## src/rtl/time_tmr_pkg.sv

```systemverilog
// Shared definitions for the time-redundant TMR protocol.
// Used by the transmitter (time_tmr_replicator) and by the receiving voter.
package time_tmr_pkg;

  // Number of time-redundant copies sent for every element.
  localparam int unsigned NumReplicas = 3;

  // Replica index carried next to every beat.
  typedef enum logic [1:0] {
    REP0 = 2'd0,
    REP1 = 2'd1,
    REP2 = 2'd2
  } replica_t;

  // Transmitter FSM: EMPTY plus one state per replica being offered.
  typedef enum logic [1:0] {
    ST_EMPTY = 2'd0,
    ST_REP0  = 2'd1,
    ST_REP1  = 2'd2,
    ST_REP2  = 2'd3
  } tmr_state_t;

  // Replica index offered downstream while in a given FSM state.
  function automatic replica_t state_to_replica(input tmr_state_t st);
    case (st)
      ST_REP1: state_to_replica = REP1;
      ST_REP2: state_to_replica = REP2;
      default: state_to_replica = REP0;
    endcase
  endfunction

endpackage

```

## src/rtl/time_tmr_replicator.sv

```systemverilog
// Upstream end of the time-redundant TMR protocol: buffers one element and
// offers it three times back-to-back, all copies tagged with one element ID.
//
// Handshake: a transfer happens on a rising clk_i edge where valid and ready
// are both 1. valid_o, once raised, is held with data_o/id_o/replica_o stable
// until ready_i is seen; valid_o never depends on ready_i while replicating.
module time_tmr_replicator
  import time_tmr_pkg::*;
#(
  parameter type         DataType = logic,
  parameter int unsigned IDSize   = 4
) (
  input  logic              clk_i,
  input  logic              rst_ni,
  input  logic              enable_i,
  input  DataType           data_i,
  input  logic              valid_i,
  output logic              ready_o,
  output DataType           data_o,
  output logic [IDSize-1:0] id_o,
  output logic [1:0]        replica_o,
  output logic              valid_o,
  input  logic              ready_i
);

  tmr_state_t        state_q, state_d;
  DataType           buf_q, buf_d;
  logic [IDSize-1:0] id_q, id_d;

  // State, element buffer and ID counter; reset drops any element in flight.
  always_ff @(posedge clk_i or negedge rst_ni) begin
    if (!rst_ni) begin
      state_q <= ST_EMPTY;
      buf_q   <= '0;
      id_q    <= '0;
    end else begin
      state_q <= state_d;
      buf_q   <= buf_d;
      id_q    <= id_d;
    end
  end

  // Next-state and outputs; enable_i only matters in EMPTY so a started
  // triplet always completes.
  always_comb begin
    state_d   = state_q;
    buf_d     = buf_q;
    id_d      = id_q;
    ready_o   = 1'b0;
    valid_o   = 1'b0;
    data_o    = buf_q;
    id_o      = id_q;
    replica_o = state_to_replica(state_q);

    case (state_q)
      ST_EMPTY: begin
        if (enable_i) begin
          ready_o = 1'b1;
          if (valid_i) begin
            buf_d   = data_i;
            state_d = ST_REP0;
          end
        end else begin
          // Pass-through: single copy, combinational, still ID-tagged.
          valid_o   = valid_i;
          ready_o   = ready_i;
          data_o    = data_i;
          replica_o = REP0;
          if (valid_i && ready_i) begin
            id_d = id_q + IDSize'(1);
          end
        end
      end
      ST_REP0: begin
        valid_o = 1'b1;
        if (ready_i) state_d = ST_REP1;
      end
      ST_REP1: begin
        valid_o = 1'b1;
        if (ready_i) state_d = ST_REP2;
      end
      ST_REP2: begin
        valid_o = 1'b1;
        // Accepting here lets back-to-back elements stream without a bubble.
        ready_o = ready_i;
        if (ready_i) begin
          id_d = id_q + IDSize'(1);
          if (valid_i) begin
            buf_d   = data_i;
            state_d = ST_REP0;
          end else begin
            state_d = ST_EMPTY;
          end
        end
      end
      default: state_d = ST_EMPTY;
    endcase
  end

endmodule

```

## config.mk

```make
export PLATFORM = sky130hd
export DESIGN_NAME = time_tmr_replicator
export DESIGN_NICKNAME = d
export VERILOG_FILES = /design/src/rtl/time_tmr_pkg.sv /design/src/rtl/time_tmr_replicator.sv
export SDC_FILE = /design/constraint.sdc
export NUM_CORES = 1
export LEC_CHECK = 0
export CORE_AREA = 2 2 39 41
export CTS_CLUSTER_SIZE = 10
export DETAILED_ROUTE_END_ITERATION = 8
export DIE_AREA = 0 0 41 43
export GPL_TIMING_DRIVEN = 1
export PLACE_DENSITY_LB_ADDON = 0.15
export SYNTH_ARGS = -nofsm -noshare
export SYNTH_HDL_FRONTEND = slang
export SYNTH_SLANG_ARGS = --single-unit
export TNS_END_PERCENT = 1
```

## constraint.sdc

```tcl
create_clock -name clk_i -period 3.9 [get_ports clk_i]
set_clock_uncertainty 0.1 [all_clocks]
set_input_delay 0.585 -clock clk_i [delete_from_list [all_inputs] [get_ports clk_i]]
set_output_delay 0.585 -clock clk_i [all_outputs]
set_load 0.02 [all_outputs]
```

==> results.yml <==
place:
  dp_hpwl_um: 714
  placed_cell_area_sq_um: 673
  post-place-ws_ns: 1.20
  gp_congestion: 0.774
  numPortBuffers: 14
synthesis:
  synth-seq-cells: 7
  syn_inst: 45
  synth.yosys.seq_area_share_pct: 34.1
  postSynthAreaPerCell_sq_um: 11.4
  syn-num-nets: 59
  ys_warn_count: 0
  synth_area_sq_um: 513
  netlist-cell-type-count: 20
global_routing:
  grt_max_degree: 8
  grt_overflow_total: 0
  grt_pass1_vias: 345
  antenna_found_initial: 0
  grt_use_total_pct: 12.4
  grt_pass1_wl_mm: 1.46
floorplanning:
  fp.dieW_um: 41
  rows: 14
  core_sq_um: 1380
  initial_core_util_pct: 37.1
  die_h_um: 43
  die_area_sq_um: 1760
  design.portCount: 15
routing:
  drt_iter0_markers: 1
  vias: 382
  routed_wl_um: 894
  wl_per_cell_um: 11.3
  routed_via_density: 4.84
  first_pass_iters: 2
  postRouteAntennaNets: 0
  drcViolationCount: 0
sta:
  finalCritPeriodShare_pct: 69.9
  hold_viol: 0
  max_freq_mhz: 367
  holdWs_ns: 0.363
  drv_slew: 0
  min_period_ns: 2.73
  maxSlewHeadroom_pct: 76.4
  finalWorstSetupSlack_ns: 1.17
  setup_viol: 0
  rsz0062_at_grt: "no"
  fin_tns_setup_ns: 0
  worst_slew_pin_slew_ns: 0.347
worst_setup_path:
  r2r-end: "state_q[1]"
  startpoint_type: "register"
  arrival_ns: 2.04
  timing.critical_path.from: "state_q[0]"
  cp.required_ns: 3.21
  regToRegSetupSlack_ns: 2.06
  critical_path_class: "reg2out"
  worstSetupEndpointType: "output port"
  worst-path-max-fanout: 7
  endpoint: "data_o"
  r2r-start: "state_q[0]"
  rr_worst_depth: 5
cts:
  ctsHoldBuffers: 0
  clk_pin_slew_ns: 0.05
  cts_max_path_buffers: 2
  cts_tree: "done"
  cts_made_buffers: 3
  cts_root_buffer: "clkbuf_4"
  clkSinkCount: 7
  post_cts_buffers: 0
  insertion_delay_ns: 0.25
  cts_resized: 0
  cts.htree.levels: 1
layout:
  fillCellCount: 125
  nets: 78
  diodes: 0
  final_layout_size_suffix_gt1_share_pct: 19.0
  final_area_sq_um: 699
  syn2layout_area_growth_pct: 36.3
flow_run:
  maxCapViolCount: 0
min_path:
  hold_depth: 1
  hold_path_class: "reg2reg"
power_and_ir_drop:
  p_leak_nw: 0.307
  vdd_ir_drop_max_mv: 0.411
  power_density_nw_per_um2: 892
outcome:
  outcome: "complete, no violations"
==> flip-flops by register name, summed over array words and instances, names as in the netlist <==
name / cells
state_q: 2
id_o: 4
buf_q: 1
==> power by group <==
| group | internal (mW) | switching [mW] |
|---|---|---|
| clock | 0.0390 | 0.0259 |
| sequential | 0.113 | 0.0387 |
| combinational | 0.203 | 0.204 |
==> cell usage in the layout (no fill, tap or decap), drive strengths merged <==
cell           netlist  final
mux2i                2      2
clkbuf               0      4
nand3                1      1
ha                   8      8
nor3b                1      1
nand3b               2      2
nor3                 1      1
a21oi                2      2
mux2                 3      3
nand2b               1      1
o21ai                3      3
dfrtp                7      7
clkdlybuf4s50        0     14
o221ai               1      1
a211oi               3      3
xor2                 3      3
inv                  5      5
nand2                2      2
==> area by class of cell <==
| type | instances | area (sq um) | area share [%] |
|---|---|---|---|
| flip-flops and latches | 7 | 175 | 25.0 |
| multi-input cells | 33 | 319 | 45.6 |
| well taps | 16 | 20.0 | 2.86 |
| repair buffers | 14 | 140 | 20.0 |
| inverters | 5 | 18.8 | 2.68 |
| clock buffers | 4 | 26.3 | 3.76 |
==> worst max-delay path: stages (launching register included) <==
cell,delay (ns)
dfrtp_1,0.41
inv_1,0.16
ha_1,0.35
inv_1,0.10
o21ai_0,0.17
nand2_1,0.07
clkdlybuf4s50_1,0.53
==> per-layer routing <==
metal  wire length (um)  GRT usage (%)  up-vias
met5                  0              0        -
met4                 12           6.00        0
met3                 55           4.71        2
met2                409           18.8       10
met1                417           14.8      178
li1                   -              -      192
==> cell families (layout without fill, tap and decap cells) <==
group           after synthesis  in the layout  share of synthesized area, %
buf+inv                       5             23                          3.66
xor+xnor                      3              3                          5.12
flops                         7              7                          34.1
compound gates                9              9                          14.9
simple gates                  8              8                          10.0
mux                           5              5                          12.7
fa+ha+maj                     8              8                          19.5
==> how the worst min path moves through the flow <==
stage / from / endpoint / slack (ns)
6_report: id_o[3] / id_o[3] / 0.36
5_1_grt: id_o[3] / id_o[3] / 0.38
4_1_cts: id_o[3] / id_o[3] / 0.37
3_5_place_dp: id_o[3] / id_o[3] / 0.36
3_3_place_gp: id_o[3] / id_o[3] / 0.36
2_1_floorplan: rst_ni / buf_q / 0.19
==> synth_stat cells <==
cell | instances | area, sq um
a21oi_1 | 1 | 5.00
ha_1 | 8 | 100
nand2_1 | 2 | 7.51
o21ai_0 | 3 | 15.0
a211oi_2 | 2 | 25.0
nor3_1 | 1 | 5.00
inv_1 | 5 | 18.8
a211oi_1 | 1 | 7.51
nand3b_1 | 2 | 15.0
mux2i_2 | 1 | 13.8
mux2i_1 | 1 | 10.0
dfrtp_1 | 7 | 175
mux2_2 | 1 | 11.3
nor3b_2 | 1 | 12.5
o221ai_2 | 1 | 15.0
nand2b_1 | 1 | 6.26
xor2_1 | 3 | 26.3
mux2_4 | 2 | 30.0
nand3_1 | 1 | 5.00
a21oi_2 | 1 | 8.76
==> stage by stage <==
step	util, %	std cells	power [mW]
CTS	50.5	79	0.632
floorplan	-	45	0.424
detailed placement	48.6	75	0.563
global placement	48.6	75	0.564
finish	50.5	79	0.624
global route	50.5	79	0.674
No activity file was read; power rests on OpenSTA's default activity.
